`src/rtl/gpr_pkg.sv`:
```
// Shared types and constants for the write-back GPR file and its pending-write scoreboard.
package gpr_pkg;

    localparam int REG_NUM = 32;
    localparam int XLEN    = 32;

    typedef logic [4:0]      reg_addr_t;
    typedef logic [XLEN-1:0] reg_data_t;

    localparam reg_addr_t ZERO_REG = '0;

endpackage

```
`src/rtl/gpr_scoreboard.sv`:
```
// Pending-write scoreboard for long-latency producers: set/clear/flush priority, decode stall and idle.
// Optional macro GPR_WB_BYPASS_EN: stall ignores a pending bit whose clearing write is present this cycle.
module gpr_scoreboard
    import gpr_pkg::*;
(
    input  logic      clk,
    input  logic      rst,
    input  logic      we_i,
    input  reg_addr_t waddr_i,
    input  logic      issue_i,
    input  reg_addr_t issue_rd_i,
    input  logic      flush_i,
    input  reg_addr_t dec_rs1_i,
    input  reg_addr_t dec_rs2_i,
    input  reg_addr_t dec_rd_i,
    output logic      stall_o,
    output logic      idle_o
);

    logic [REG_NUM-1:0] pending_q;
    logic [REG_NUM-1:0] pending_d;
    logic [REG_NUM-1:0] clr_mask;
    logic [REG_NUM-1:0] set_mask;
    logic [REG_NUM-1:0] visible;

    always_comb begin
        clr_mask = '0;
        set_mask = '0;
        if (we_i && (waddr_i != ZERO_REG)) begin
            clr_mask[waddr_i] = 1'b1;
        end
        if (issue_i && (issue_rd_i != ZERO_REG)) begin
            set_mask[issue_rd_i] = 1'b1;
        end
    end

    // Set wins over a same-cycle clear; flush overrides both.
    always_comb begin
        if (flush_i) begin
            pending_d = '0;
        end else begin
            pending_d = (pending_q & ~clr_mask) | set_mask;
        end
        pending_d[0] = 1'b0;
    end

    always_ff @(posedge clk or posedge rst) begin
        if (rst) begin
            pending_q <= '0;
        end else begin
            pending_q <= pending_d;
        end
    end

    always_comb begin
`ifdef GPR_WB_BYPASS_EN
        visible = pending_q & ~clr_mask;
`else
        visible = pending_q;
`endif
        stall_o = visible[dec_rs1_i] | visible[dec_rs2_i] | visible[dec_rd_i];
        idle_o  = ~|pending_q;
    end

endmodule

```
`src/rtl/gpr_wb_regfile.sv`:
```
// Write-back integer register file (x0 hardwired zero) with two combinational read ports.
// Optional macro GPR_WB_BYPASS_EN: same-cycle commit write forwarded to the read ports.
module gpr_wb_regfile
    import gpr_pkg::*;
(
    input  logic      clk,
    input  logic      rst,
    input  logic      we_i,
    input  reg_addr_t waddr_i,
    input  reg_data_t wdata_i,
    input  reg_addr_t raddr1_i,
    output reg_data_t rdata1_o,
    input  reg_addr_t raddr2_i,
    output reg_data_t rdata2_o,
    input  logic      issue_i,
    input  reg_addr_t issue_rd_i,
    input  reg_addr_t dec_rs1_i,
    input  reg_addr_t dec_rs2_i,
    input  reg_addr_t dec_rd_i,
    input  logic      flush_i,
    output logic      stall_o,
    output logic      idle_o
);

    reg_data_t gpr_q [REG_NUM];
    logic      wr_en;

    assign wr_en = we_i && (waddr_i != ZERO_REG);

    always_ff @(posedge clk or posedge rst) begin
        if (rst) begin
            for (int i = 0; i < REG_NUM; i++) begin
                gpr_q[i] <= '0;
            end
        end else if (wr_en) begin
            gpr_q[waddr_i] <= wdata_i;
        end
    end

    // Forwarding is gated by rst so the read ports stay zero throughout reset.
    always_comb begin
        rdata1_o = (raddr1_i == ZERO_REG) ? '0 : gpr_q[raddr1_i];
        rdata2_o = (raddr2_i == ZERO_REG) ? '0 : gpr_q[raddr2_i];
`ifdef GPR_WB_BYPASS_EN
        if (!rst && wr_en && (waddr_i == raddr1_i)) begin
            rdata1_o = wdata_i;
        end
        if (!rst && wr_en && (waddr_i == raddr2_i)) begin
            rdata2_o = wdata_i;
        end
`endif
    end

    gpr_scoreboard u_scoreboard (
        .clk        (clk),
        .rst        (rst),
        .we_i       (we_i),
        .waddr_i    (waddr_i),
        .issue_i    (issue_i),
        .issue_rd_i (issue_rd_i),
        .flush_i    (flush_i),
        .dec_rs1_i  (dec_rs1_i),
        .dec_rs2_i  (dec_rs2_i),
        .dec_rd_i   (dec_rd_i),
        .stall_o    (stall_o),
        .idle_o     (idle_o)
    );

endmodule

```
`config.mk`:
```
export PLATFORM = sky130hd
export DESIGN_NAME = gpr_wb_regfile
export DESIGN_NICKNAME = d
export VERILOG_FILES = /design/src/rtl/gpr_pkg.sv /design/src/rtl/gpr_scoreboard.sv /design/src/rtl/gpr_wb_regfile.sv
export SDC_FILE = /design/constraint.sdc
export NUM_CORES = 2
export LEC_CHECK = 0
export CORE_UTILIZATION = 50
export CTS_CLUSTER_DIAMETER = 120
export DETAILED_ROUTE_END_ITERATION = 16
export PLACE_DENSITY_LB_ADDON = 0.08
export SLEW_MARGIN = 20
export SYNTH_ARGS = -nofsm -noshare
export SYNTH_HDL_FRONTEND = slang
export SYNTH_SLANG_ARGS = --single-unit
```
`constraint.sdc`:
```
create_clock -name clk -period 31.8 [get_ports clk]
set_input_delay 3.18 -clock clk [delete_from_list [all_inputs] [get_ports clk]]
set_output_delay 3.18 -clock clk [all_outputs]
set_load 0.01 [all_outputs]
```
==> results.toml <==
[run_status]
outcome = "completed"

[power]
cell_internal_pwr_mw = 2.963
clockPowerShare_pct = 35.9
seq_power_share_pct = 44.0
vdd.ir_drop.worst_mv = 0.04283
combPwrFrac_pct = 20.1
switching_share_pct = 26.32
power.net_switching_mw = 1.058
total_leakage_power_nw = 26.72
power.density_cell_area_nw_per_um2 = 64.27

[synthesis]
post_synth.cell_area_avg_um2 = 15.51
asyncSetResetFlopFracSynth_pct = 100.0
yosysTopAreaCell = "sky130_fd_sc_hd__dfrtp_1"
synth_enable_flop_cells = 0
netlist_top_cells_count = "1055 x sky130_fd_sc_hd__dfrtp_1, 1039 x sky130_fd_sc_hd__mux2_2, 569 x sky130_fd_sc_hd__mux4_2, 238 x sky130_fd_sc_hd__clkbuf_1, 103 x sky130_fd_sc_hd__mux2i_1"
flip_flop_cell_with_the_highest_count_after_synthesis = "sky130_fd_sc_hd__dfrtp_1"
synth.most_common_cell = "sky130_fd_sc_hd__dfrtp_1"
netlist.area_leader.share_pct = 46.92
yosysWarningCount = 0
synth_seq_cells = 1055
synth_sequential_area_ratio_pct = 46.92
syn-cell-area_um2 = 56260
synth.area.top_cells = "sky130_fd_sc_hd__dfrtp_1 47%, sky130_fd_sc_hd__mux4_2 23%, sky130_fd_sc_hd__mux2_2 21%, sky130_fd_sc_hd__mux2i_1 1.8%, sky130_fd_sc_hd__clkbuf_1 1.6%"
synth_cells = 3627
synthesis.nets = 3699
distinct_cell_type_count_after_synthesis = 41

[global_route]
globalRouteOverflowTotal = 0
grt_start_max_net_pins = 190
first_global_vias = 36580
antenna_violations_before_repair = 3
grt_pass1_wl_um = 252900
grt_resource_usage_total_pct = 30.58

[drt]
total_number_of_vias = 34660
routed_wire_length_per_instance_um = 33.32
top_layer_used = "met5"
routedLengthMet1_um = 73540
detailedRoute.firstPassIterationCount = 5
post_detailed_route_drc_marker_count = 0
drt_iter0_drc = 2661
drt-total-wl_um = 170400
dr_wl_met2_um = 81350
vias_per_cell = 6.776
drtAntennaViolNets = 0
wl_met3_um = 10950

[worst_hold_path]
type_of_the_tightest_min_delay_check = "reg -> reg"

[sta]
hold_violations = 0
finalMaxSlewViolations = 0
timing.max_slew.rel_slack_pct = 23.99
finalCritPeriodShare_pct = 33.22
rsz0062_at_grt = "no"
timing.final.setup_violations = 0
worstMarginPinSlew_ps = 1140
maxClockFrequency_ghz = 0.09467
tns_ps = 0
final.setup_skew_ps = 0
finalCriticalPeriod_ps = 10560

[worst_setup_path]
timing.critical_path.buf_inv = 4
crit_arrival_ps = 7380
path_class = "in -> out"
critical_path.max_stage_delay_ps = 940
cp_startpoint_kind = "input pin"
crit_slowest_cell = "sky130_fd_sc_hd__buf_4"
crit_chain = "buf_8 > buf_4 > buf_4 > mux4_2 > mux4_2 > nand2_1 > o21ai_1 > clkdlybuf4s50_1"
kind_of_end_point_of_the_critical_path = "output port"
critical-path-top-delay-family = "buffers and inverters"
critical_path_peak_fanout = 90
worst-endpoint-required_ps = 28620

[cells_and_area]
multiInputGateArea_um2 = 28090
final_layout_size_suffix_gt1_share_pct = 53.14
fill_cells = 8704
layout.nets = 3601
finish.instance_area_um2 = 62560
layout.core_utilization_pct = 56.30
ff_latch_area_um2 = 26400
synthToLayoutAreaGrowth_pct = 11.20

[clock_network]
cts_tree = "built"
cts.hold.buffers_added = 0
htree_num_levels = 3
clock_insertion_delay_worst_skew_ps = 710
clock-root-buffer = "sky130_fd_sc_hd__clkbuf_16"
cts.reportedPaths.clkPinSlew_ps = 60
cts_post_setup_buffers_inserted = 0
cts-root-to-sink-buffers = 3
number_of_cells_upsized_or_downsized_after_cts = 0
numClockSinks = 1055
cts-buffers-inserted = 118

[job]
drv_cap = 0

[floorplan]
die_x_um = 337.4
initial_core_util_pct = 50.63
dieHeight_um = 337.4
core_region_area_um2 = 111100
die-area_um2 = 113900
rows = 122
boundaryPins = 138

[placement]
gpl.final_weighted_congestion = 0.8108
portBuffers = 137
dpl.hpwl_um = 89480
placement.cell_area_um2 = 58400
-- power by group through the flow --
| stage | Clock (mW) | Sequential, mW | Combinational (mW) |
|---|---|---|---|
| floorplan | 0 | 1.73 | 0.633 |
| global placement | 0 | 1.76 | 0.786 |
| detailed placement | 0 | 1.79 | 0.812 |
| CTS | 1.47 | 1.77 | 0.815 |
| global route | 1.52 | 1.80 | 0.864 |
| finish | 1.44 | 1.77 | 0.810 |
-- placed cells by master, fill, tap and decap left out, types with 5 or more instances in the layout --
master / synthesis / layout
sky130_fd_sc_hd__dfrtp_1: 1055 / 1055
sky130_fd_sc_hd__mux2_2: 1039 / 1039
sky130_fd_sc_hd__mux4_2: 569 / 569
sky130_fd_sc_hd__clkbuf_16: 0 / 123
sky130_fd_sc_hd__clkdlybuf4s50_1: 0 / 123
sky130_fd_sc_hd__mux2i_1: 103 / 103
sky130_fd_sc_hd__nand2_1: 73 / 58
sky130_fd_sc_hd__buf_4: 25 / 58
sky130_fd_sc_hd__inv_1: 41 / 40
sky130_fd_sc_hd__nor2_1: 45 / 33
sky130_fd_sc_hd__a21oi_1: 33 / 33
sky130_fd_sc_hd__o21ai_1: 32 / 32
sky130_fd_sc_hd__nor3_1: 32 / 29
sky130_fd_sc_hd__clkinv_2: 0 / 29
sky130_fd_sc_hd__a221oi_1: 28 / 28
sky130_fd_sc_hd__clkbuf_8: 0 / 26
sky130_fd_sc_hd__o22ai_1: 25 / 25
sky130_fd_sc_hd__o221ai_1: 22 / 22
sky130_fd_sc_hd__a211o_1: 18 / 18
sky130_fd_sc_hd__a22oi_1: 18 / 18
sky130_fd_sc_hd__o21ai_0: 14 / 14
sky130_fd_sc_hd__clkbuf_1: 238 / 14
sky130_fd_sc_hd__bufinv_16: 0 / 13
sky130_fd_sc_hd__nor2_4: 0 / 12
sky130_fd_sc_hd__nand2_4: 0 / 11
sky130_fd_sc_hd__nand2b_1: 9 / 9
sky130_fd_sc_hd__clkinvlp_4: 0 / 9
sky130_fd_sc_hd__nor4_1: 8 / 8
sky130_fd_sc_hd__nor2b_1: 7 / 6
sky130_fd_sc_hd__a211oi_1: 6 / 6
sky130_fd_sc_hd__buf_2: 86 / 5
sky130_fd_sc_hd__buf_6: 7 / 5
-- final timing paths --
path / start / depth (start not counted) / slack, ps / to
max: raddr2_i[1] / 8 / 21240 / rdata2_o[11]
min in group asynchronous: rst / 2 / 3030 / gpr_q[717]
max reg2reg: u_scoreboard.pending_q[10] / 2 / 30920 / u_scoreboard.pending_q[10]
min: gpr_q[993] / 0 / 400 / gpr_q[993]
max in group asynchronous: rst / 6 / 24910 / gpr_q[966]
min reg2reg: gpr_q[993] / 0 / 400 / gpr_q[993]
-- registers in the layout (all words and copies together) (netlist names) --
register	cells
u_scoreboard.pending_q	31
gpr_q	1024
-- metal layers --
layer	vias up	GRT usage [%]
met5	-	0
met4	2	9.194
met3	287	5.145
met2	1288	47.74
met1	19200	44.17
li1	13890	-
-- per-stage QoR --
stage	worst slack [ps]	instances	power, mW	hold slack (ps)
2_1_floorplan	14070	3627	2.365	441.3
3_3_place_gp	21360	4896	2.551	380.0
3_5_place_dp	21310	4896	2.601	383.3
4_1_cts	21320	5113	4.049	397.4
5_1_grt	21170	5115	4.189	407.5
6_report	21240	5115	4.021	395.9
-- cells by family (layout without fill, tap and decap cells) --
group                  Yosys count  in the layout  share of synthesized area [%]
other                            0              1                              0
multiplexers                  1711           1711                          45.41
flip-flops                    1055           1055                          46.92
buffers and inverters          459            458                          3.543
AND/OR/NAND/NOR                199            199                          1.661
AO/OA/AOI/OAI                  203            203                          2.466
-- cell type report --
type | instances | area share (%)
clock inverters | 54 | 1.026
flip-flops and latches | 1055 | 42.20
inverters | 41 | 0.2520
repair buffers | 200 | 3.062
well taps | 1488 | 2.976
diodes | 1 | 0.004000
multi-input cells | 2113 | 44.91
clock buffers | 163 | 5.576
Note: power is estimated with default switching activity, not from simulation.
